<file path="config.mk">
export PLATFORM = sky130hd
export DESIGN_NAME = lsu_ctrl
export DESIGN_NICKNAME = d
export VERILOG_FILES = /design/src/rtl/lsu_ctrl_pkg.sv /design/src/rtl/lsu_ctrl_lane.sv /design/src/rtl/lsu_ctrl.sv
export SDC_FILE = /design/constraint.sdc
export NUM_CORES = 1
export LEC_CHECK = 0
export CAP_MARGIN = 10
export CORE_UTILIZATION = 39
export CTS_BUF_LIST = sky130_fd_sc_hd__clkbuf_4
export CTS_CLUSTER_SIZE = 20
export DETAILED_ROUTE_END_ITERATION = 8
export GPL_ROUTABILITY_DRIVEN = 0
export GPL_TIMING_DRIVEN = 0
export PLACE_DENSITY = 0.72
export SETUP_SLACK_MARGIN = 0.5
export SLEW_MARGIN = 15
export SYNTH_ARGS = -nofsm -noshare
export SYNTH_HDL_FRONTEND = slang
export SYNTH_SLANG_ARGS = --single-unit
</file>
<file path="constraint.sdc">
create_clock -name clk -period 4.3 [get_ports clk]
set_clock_uncertainty 0.2 [all_clocks]
set_input_delay 0.645 -clock clk [delete_from_list [all_inputs] [get_ports clk]]
set_output_delay 0.645 -clock clk [all_outputs]
set_load 0.03 [all_outputs]
</file>
<file path="src/rtl/lsu_ctrl_pkg.sv">
// Shared definitions for the load/store unit: op encodings, error codes,
// FSM states and the alignment helpers used at request accept.
package lsu_ctrl_pkg;

  typedef enum logic [2:0] {
    LB  = 3'd0,
    LBU = 3'd1,
    LH  = 3'd2,
    LHU = 3'd3,
    LW  = 3'd4,
    SB  = 3'd5,
    SH  = 3'd6,
    SW  = 3'd7
  } op_e;

  typedef enum logic [1:0] {
    ERR_OK      = 2'b00,
    ERR_ADEL    = 2'b01,
    ERR_ADES    = 2'b10,
    ERR_TIMEOUT = 2'b11
  } err_e;

  typedef enum logic [1:0] {
    IDLE = 2'd0,
    BUS  = 2'd1,
    RESP = 2'd2
  } state_e;

  function automatic logic is_store(op_e op);
    return op inside {SB, SH, SW};
  endfunction

  // Halfwords need an even address, words a word-aligned one; bytes never fault.
  function automatic logic is_misaligned(op_e op, logic [1:0] offset);
    case (op)
      LH, LHU, SH: return offset[0];
      LW, SW:      return offset != 2'b00;
      default:     return 1'b0;
    endcase
  endfunction

  function automatic err_e misalign_err(op_e op);
    return is_store(op) ? ERR_ADES : ERR_ADEL;
  endfunction

endpackage

</file>
<file path="src/rtl/lsu_ctrl_lane.sv">
// Byte/halfword lane steering: write-enable select, store data replication
// and load extraction with sign/zero extension. Purely combinational.
module lsu_lane
  import lsu_ctrl_pkg::*;
#(
  parameter bit BIG_ENDIAN = 1'b1
) (
  input  op_e         op,
  input  logic [1:0]  offset,
  input  logic [31:0] wdata,
  input  logic [31:0] rdata,
  output logic [3:0]  we,
  output logic [31:0] wdata_rep,
  output logic [31:0] load_val
);

  logic [1:0]  lane;
  logic        half_hi;
  logic [7:0]  byte_sel;
  logic [15:0] half_sel;

  // Lane i is rdata[8i+7:8i]; big-endian puts offset 0 in the top lane.
  assign lane    = BIG_ENDIAN ? ~offset : offset;
  assign half_hi = BIG_ENDIAN ? ~offset[1] : offset[1];

  assign byte_sel = rdata[{lane, 3'b000} +: 8];
  assign half_sel = half_hi ? rdata[31:16] : rdata[15:0];

  always_comb begin
    // NOTE: every output gets a default before the case so that no path
    // leaves a value unassigned, which would otherwise infer a latch.
    we        = 4'b0000;
    wdata_rep = wdata;
    load_val  = rdata;
    case (op)
      LB:  load_val = {{24{byte_sel[7]}}, byte_sel};
      LBU: load_val = {24'b0, byte_sel};
      LH:  load_val = {{16{half_sel[15]}}, half_sel};
      LHU: load_val = {16'b0, half_sel};
      LW:  load_val = rdata;
      SB: begin
        we        = 4'b0001 << lane;
        wdata_rep = {4{wdata[7:0]}};
      end
      SH: begin
        we        = half_hi ? 4'b1100 : 4'b0011;
        wdata_rep = {2{wdata[15:0]}};
      end
      SW:      we = 4'b1111;
      default: ;
    endcase
  end

endmodule

</file>
<file path="src/rtl/lsu_ctrl.sv">
// Load/store unit controller: accepts one memory op at a time, checks
// alignment, drives a single-beat memory handshake and returns a response.
module lsu_ctrl
  import lsu_ctrl_pkg::*;
#(
  parameter int ADDR_W     = 32,
  parameter bit BIG_ENDIAN = 1'b1,
  parameter int TIMEOUT    = 255
) (
  input  logic              clk,
  input  logic              rst,
  input  logic              req_valid,
  output logic              req_ready,
  input  logic [2:0]        req_op,
  input  logic [ADDR_W-1:0] req_addr,
  input  logic [31:0]       req_wdata,
  output logic              mem_en,
  output logic [3:0]        mem_we,
  output logic [ADDR_W-1:0] mem_addr,
  output logic [31:0]       mem_wdata,
  input  logic [31:0]       mem_rdata,
  input  logic              mem_ack,
  output logic              rsp_valid,
  output logic [31:0]       rsp_data,
  output logic [1:0]        rsp_err,
  output logic [ADDR_W-1:0] rsp_badaddr
);

  localparam int CNT_W = (TIMEOUT > 1) ? $clog2(TIMEOUT + 1) : 1;
  localparam logic [CNT_W-1:0] CNT_LAST = (TIMEOUT > 0) ? CNT_W'(TIMEOUT - 1) : '0;

  state_e            state, state_nxt;
  op_e               req_op_e;
  op_e               op_q;
  logic [ADDR_W-1:0] addr_q;
  logic [31:0]       wdata_q;
  logic [CNT_W-1:0]  cnt;
  logic [31:0]       data_q;
  err_e              err_q;
  logic [ADDR_W-1:0] badaddr_q;

  logic              accept;
  logic              misaligned;
  logic              timeout_hit;
  logic [3:0]        lane_we;
  logic [31:0]       lane_wdata;
  logic [31:0]       lane_load;

  assign req_op_e   = op_e'(req_op);
  assign misaligned = is_misaligned(req_op_e, req_addr[1:0]);
  // cnt holds the number of BUS cycles already completed, so this fires on
  // the TIMEOUT-th BUS cycle.
  assign timeout_hit = (TIMEOUT != 0) && (cnt == CNT_LAST);

  lsu_lane #(.BIG_ENDIAN(BIG_ENDIAN)) u_lane (
    .op        (op_q),
    .offset    (addr_q[1:0]),
    .wdata     (wdata_q),
    .rdata     (mem_rdata),
    .we        (lane_we),
    .wdata_rep (lane_wdata),
    .load_val  (lane_load)
  );

  always_ff @(posedge clk or posedge rst) begin
    // NOTE: sequential state uses non-blocking assignments so every register
    // samples pre-edge values regardless of statement order.
    if (rst) state <= IDLE;
    else     state <= state_nxt;
  end

  always_comb begin
    state_nxt = state;
    accept    = 1'b0;
    req_ready = 1'b0;
    mem_en    = 1'b0;
    mem_we    = 4'b0000;
    mem_addr  = '0;
    mem_wdata = '0;
    rsp_valid = 1'b0;
    case (state)
      IDLE: begin
        req_ready = 1'b1;
        accept    = req_valid;
        if (req_valid) state_nxt = misaligned ? RESP : BUS;
      end
      BUS: begin
        mem_en    = 1'b1;
        mem_addr  = {addr_q[ADDR_W-1:2], 2'b00};
        mem_we    = lane_we;
        mem_wdata = lane_wdata;
        // An ack arriving on the timeout cycle still completes normally.
        if (mem_ack || timeout_hit) state_nxt = RESP;
      end
      RESP: begin
        rsp_valid = 1'b1;
        state_nxt = IDLE;
      end
      default: state_nxt = IDLE;
    endcase
  end

  always_ff @(posedge clk or posedge rst) begin
    // NOTE: the latched request and response registers are reset as well, so
    // no stale address or data is visible on any output while rst is high.
    if (rst) begin
      op_q      <= LB;
      addr_q    <= '0;
      wdata_q   <= '0;
      cnt       <= '0;
      data_q    <= '0;
      err_q     <= ERR_OK;
      badaddr_q <= '0;
    end else if (accept) begin
      op_q    <= req_op_e;
      addr_q  <= req_addr;
      wdata_q <= req_wdata;
      cnt     <= '0;
      data_q  <= '0;
      if (misaligned) begin
        err_q     <= misalign_err(req_op_e);
        badaddr_q <= req_addr;
      end else begin
        err_q     <= ERR_OK;
        badaddr_q <= '0;
      end
    end else if (state == BUS) begin
      if (mem_ack) begin
        if (!is_store(op_q)) data_q <= lane_load;
      end else if (timeout_hit) begin
        err_q     <= ERR_TIMEOUT;
        badaddr_q <= addr_q;
      end else if (TIMEOUT != 0) begin
        cnt <= cnt + 1'b1;
      end
    end
  end

  assign rsp_data    = rsp_valid ? data_q : '0;
  assign rsp_err     = rsp_valid ? err_q : ERR_OK;
  assign rsp_badaddr = rsp_valid ? badaddr_q : '0;

endmodule
</file>
== Word-level counts from Yosys, hierarchy flattened ==
Cells that the tools add are included.

* Logic and storage cells: 86
* Output and inout bits: 137
* Bits in registers: 143
* Input port bits: 103

* Reductions and logical operators: 15
* Equality and inequality tests: 20
* Shift-type cells: 2
* Mux-type cells: 39
* Bitwise operators: 1
* $add $sub $neg: 1

{| class="wikitable"
|+ Operator list
! cell !! count
|-
| 2-to-1 mux 32 bit || 13
|-
| one-hot mux 32 bit (4 select lines) || 1
|-
| one-hot mux 32 bit (2 select lines) || 1
|-
| 2-to-1 mux 8 bit || 4
|-
| variable part select 32 x 6 -> 8 bit || 1
|-
| equality test 3 bit (second input constant) || 7
|-
| 2-to-1 mux 2 bit || 10
|-
| 2-to-1 mux 16 bit || 1
|-
| equality test 3 x 2 -> 1 bit (second input constant) || 4
|-
| one-hot mux 4 bit (3 select lines) || 1
|-
| AND reduction 3 bit || 3
|-
| adder 8 x 1 -> 8 bit (second input constant) || 1
|-
| equality test 8 bit (second input constant) || 1
|-
| 2-to-1 mux 4 bit || 2
|-
| inequality test 2 bit (second input constant) || 4
|-
| nonzero test 2 bit || 4
|-
| nonzero test 3 bit || 2
|-
| 2-to-1 mux 1 bit || 4
|-
| one-hot mux 2 bit (2 select lines) || 1
|-
| << shifter 1 x 2 -> 4 bit (first input constant) || 1
|-
| equality test 3 x 1 -> 1 bit (second input constant) || 1
|-
| logical NOT 3 bit || 1
|-
| OR reduction 3 bit || 1
|-
| equality test 2 x 1 -> 1 bit (second input constant) || 1
|-
| 8 further kinds || 8
|}

== Logic depth before layout (Yosys ltp) ==
* Depth in word-level cells: 7
* Gate-level depth with buffers: 9
* Depth with buffers taken out: 6

== Hierarchy ==
A second synthesis with hierarchy kept.

* Cells, all modules: 921
* Area total of the unflattened synthesis: 7,893.8 µm²

{| class="wikitable"
|+ By module, submodules not included
! module !! cells each !! area an instance (µm²) !! sequential area each (µm²) !! times used
|-
| lsu_ctrl || 761 || 6,668.9 || 3,578.4 || 1
|-
| lsu_lane || 160 || 1,224.9 || 0.0 || 1
|}

== Worst setup path after synthesis ==
No wires, ideal clock.

* Kind: register to output
* Start point: reg op_q[2]
* End point: out mem_wdata[29]
* Data arrival time: 2,000 ps
* Buffers on the path: 3
* Required time: 3,455 ps
* Cell stages (with the launch flop): 8
* Slack: 1,455 ps
* Cells stage by stage: dfrtp_1 buf_2 and3b_1 clkbuf_1 nor2_1 buf_2 nand2_1 a31oi_1

* Word-level cells in the longest chain between the ends: 3
* Elaborated cells between the ends (all ways): 4
* Classes of those cells: eq/ne: 2; mux: 2

{| class="wikitable"
|+ Ends and longest elaborated chain
! what !! RTL line !! RTL
|-
| from (decl) || lsu_ctrl.sv:34 || <nowiki>op_e op_q;</nowiki>
|-
| from (signal assigned) || lsu_ctrl.sv:115 || <nowiki>op_q <= req_op_e;</nowiki>
|-
| equality test 3 bit || lsu_ctrl_lane.sv:35 || <nowiki>case (op)</nowiki>
|-
| one-hot mux 32 bit (2 select lines) (*) || lsu_ctrl_lane.sv:35 ||
|-
| 2-to-1 mux 32 bit (*) || lsu_ctrl.sv:81 || <nowiki>case (state)</nowiki>
|-
| to (decl) || lsu_ctrl.sv:20 || <nowiki>output logic [31:0] mem_wdata,</nowiki>
|}

Every way passes the cells marked *; elsewhere a longest branch is shown, timed or not.

== Worst setup path in the final report ==
* Start point: reg state[1]
* End point: out rsp_badaddr[1]

* Word-level cells in the longest chain between the ends: 3

{| class="wikitable"
|+ Ends and longest elaborated chain
! what !! RTL line !! RTL
|-
| from (decl) || lsu_ctrl.sv:32 || <nowiki>state_e state, state_nxt;</nowiki>
|-
| from (signal assigned) || lsu_ctrl.sv:69 || <nowiki>else state <= state_nxt;</nowiki>
|-
| equality test 2 bit || lsu_ctrl.sv:81 ||
|-
| 2-to-1 mux 1 bit || lsu_ctrl.sv:81 ||
|-
| 2-to-1 mux 32 bit || lsu_ctrl.sv:141 || <nowiki>assign rsp_badaddr = rsp_valid ? badaddr_q : '0;</nowiki>
|-
| to (decl) || lsu_ctrl.sv:26 || <nowiki>output logic [ADDR_W-1:0] rsp_badaddr</nowiki>
|}

Every way passes these cells.

==> flow_metrics.env <==
export IMPL_grtUsageMet2_pct=39.8
export IMPL_slew_headroom_pct=56.5
export IMPL_final_antenna_net_count=0
export IMPL_clock_sinks=143
export IMPL_ir_drop_v=0.000281
export IMPL_cts_tree="yes"
export IMPL_drtIter0Drc=503
export IMPL_leakage_nw=4.69
export IMPL_avgSynthCellArea_um2=8.72
export IMPL_fin_setup_tns_ns=0
export IMPL_fp_dieH_um=140
export IMPL_worstSetupPathType="register to output port"
export IMPL_first_global_vias=7006
export IMPL_fin_cells=1359
export IMPL_core_rowCount=50
export IMPL_n_fill_cell=1703
export IMPL_power_clock_fraction_pct=15.2
export IMPL_vias=7062
export IMPL_swShare_pct=43.9
export IMPL_die_w_um=140
export IMPL_critPathCaptureType="output port"
export IMPL_use_met1_pct=34.3
export IMPL_combPwrFrac_pct=48.4
export IMPL_clk_latency_ns=0.55
export IMPL_layout_drive_gt1_share_pct=6.32
export IMPL_cp_arrival_ns=2.87
export IMPL_drc=0
export IMPL_ys_warn_count=0
export IMPL_antenna_found_initial=1
export IMPL_rsz0062_at_grt="false"
export IMPL_post_dp_hpwl_um=18100
export IMPL_grt_max_degree=36
export IMPL_synthAdderAreaFrac_pct=0.337
export IMPL_status="finished clean"
export IMPL_fin_crit_ns=3.72
export IMPL_io_buffers=237
export IMPL_vias_per_cell=5.20
export IMPL_synth_area_um2=7430
export IMPL_synth_top_family_by_area="simple AND/OR/NAND/NOR gates"
export IMPL_worst_slew_pin_slew_ns=0.653
export IMPL_grtUsageMet3_pct=7.35
export IMPL_ys_seq_elements=143
export IMPL_cts_buffers=17
export IMPL_drv_slew=0
export IMPL_layout_commonest_cell="nand2_1"
export IMPL_synth_edff_count=0
export IMPL_wl_per_cell_um=18.0
export IMPL_synthMuxAreaShare_pct=5.83
export IMPL_synth_flop_cell="dfrtp_1"
export IMPL_p_int_mw=3.55
export IMPL_wirelength_um=24500
export IMPL_area_growth_pct=41.4
export IMPL_p_switching_mw=2.78
export IMPL_h_tree_depth=4
export IMPL_place_area_um2=10200
export IMPL_max_freq_mhz=269
export IMPL_setup_viol=0
export IMPL_powerDensity_nw_per_um2=603
export IMPL_synth_compound_area_share_pct=13.1
export IMPL_min_period_over_period_pct=86.4
export IMPL_postSynth_asyncResetShare_pct=100
export IMPL_p_total_mw=6.33
export IMPL_ctsHoldBuffers=0
export IMPL_hold_viol=0
export IMPL_ys_seq_area_share_pct=48.2
export IMPL_maxCapViolations=0
export IMPL_syn_inst=852
export IMPL_design_core_area_um2=18700
export IMPL_seq_power_share_pct=36.4
export IMPL_hold_class="input pin to async pin"
export IMPL_mostFrequentLayoutCells="nand2_1, clkdlybuf4s50_1, dfrtp_1, and2_1, mux2i_1"
export IMPL_critical_path_max_fanout=10
export IMPL_io_pins=240
export IMPL_clk_path_buf_depth=2
export IMPL_grtUsageTotal_pct=25.6
export IMPL_dp_cells=1328
export IMPL_root_buffer="clkbuf_4"
export IMPL_synth_cell_types=49
export IMPL_grt_remaining_overflow=0
export IMPL_layout_nets=1218
export IMPL_synthSimpleGateAreaFrac_pct=27.6
export IMPL_start_util_pct=39.7
export IMPL_critical_path_required_ns=3.45
export IMPL_synth_xor_area_share_pct=0.236
export IMPL_grt_most_used_layer="met2"
export IMPL_die_area_um2=19600
export IMPL_cp_start_kind="register"
export IMPL_clk_pin_slew_ns=0.12
export IMPL_post_route_cell_area_um2=10500
export IMPL_dr_pass1_iters=5
export IMPL_grt_pass1_wl_um=38800
[flip-flops by register name (all words and copies together) (netlist names)]
| signal | count |
|---|---|
| addr_q | 32 |
| badaddr_q | 32 |
| data_q | 32 |
| wdata_q | 32 |
| cnt | 8 |
| op_q | 3 |
| err_q | 2 |
| state | 2 |
[synthesized netlist by cell type (all sizes together), types with 2 or more instances]
library cell	count	share of area (%)
and3	2	0.24
o31ai	3	0.30
buf	19	2.0
clkbuf	47	2.4
nor3b	2	0.20
and3b	2	0.24
mux2i	41	5.5
nor3	4	0.27
nor2b	4	0.34
dfrtp	143	48
nand2	279	14
o21a	2	0.20
mux2	2	0.30
a31oi	8	0.67
a221o	16	2.2
and2	106	9.0
or3	7	0.59
o21ai	30	2.0
ha	2	0.34
nor2	14	0.71
inv	7	0.35
nand4	3	0.25
o22ai	39	3.3
nand2b	12	1.0
a21oi	29	2.0
nand3	4	0.27
a211oi	3	0.30
a32o	8	1.1
[power groups by stage]
stage	combinational (mW)	clock, mW	sequential (mW)
global route	3.35	1.04	2.38
floorplan	2.01	0	2.17
CTS	3.07	0.979	2.30
detailed placement	3.07	0	2.31
finish	3.06	0.962	2.31
global placement	3.02	0	2.30
[layer usage]
metal,share of wire [%],vias to the layer above
li1,-,3366
met1,43,3366
met2,46,298
met3,8.8,32
met4,1.9,0
met5,0,-
[through the flow]
stage / hold slack (ns) / setup WS, ns / utilization (%)
after floorplan: 0.246 / 1.45 / -
after global placement: 0.259 / 0.348 / 54.0
after detailed placement: 0.262 / 0.722 / 54.4
after CTS: 0.221 / 0.569 / 56.1
after global routing: 0.235 / 0.504 / 56.2
final: 0.231 / 0.583 / 56.2
[worst max-delay path, cell delays in order, from the launching register on]
cell and delay [ns]:
dfrtp_1 0.45, nor2b_2 0.36, buf_2 0.33, clkbuf_2 0.29, and2_1 0.18, clkdlybuf4s50_1 0.73
[cell type report]
class                      instances  area [um2]  share of cell area, %
timing repair buffer             241        2450                   23.3
clock inverter                    11         168                   1.60
inverter                           7        30.0                  0.286
clock buffer                      19         143                   1.36
buffer                            66         338                   3.22
sequential                       143        3580                   34.1
antenna                            1        2.50                 0.0238
multi-input combinational        637        3510                   33.4
tap                              234         293                   2.79
[cells by family after synthesis]
| kind of cell | count (synthesis) |
|---|---|
| and+or+nand+nor | 443 |
| AOI/OAI and AO/OA | 145 |
| DFF | 143 |
| buffers and inverters | 73 |
| muxes | 43 |
| adders and majority gates | 2 |
| xor gates and xnor gates | 2 |
| other | 1 |
[path summary, 6_finish.rpt]
check                       startpoint              to  slack [ns]  cells past startpoint
setup / recovery              state[1]  rsp_badaddr[1]        0.58                      5
hold / removal                     rst      data_q[24]        0.23                      2
setup reg to reg              state[1]    badaddr_q[3]        1.76                      6
hold reg to reg            wdata_q[26]     wdata_q[26]        0.29                      2
max in group asynchronous          rst   badaddr_q[21]        2.68                      5
min in group clk           wdata_q[26]     wdata_q[26]        0.29                      2
[timing repair]
action                                  in CTS  in global routing
setup buffers                                0                  0
gates resized for setup                     20                  6
pin swaps                                    0                  0
endpoints found under the setup margin      49                  9
Note: power is estimated with default switching activity, not from simulation.
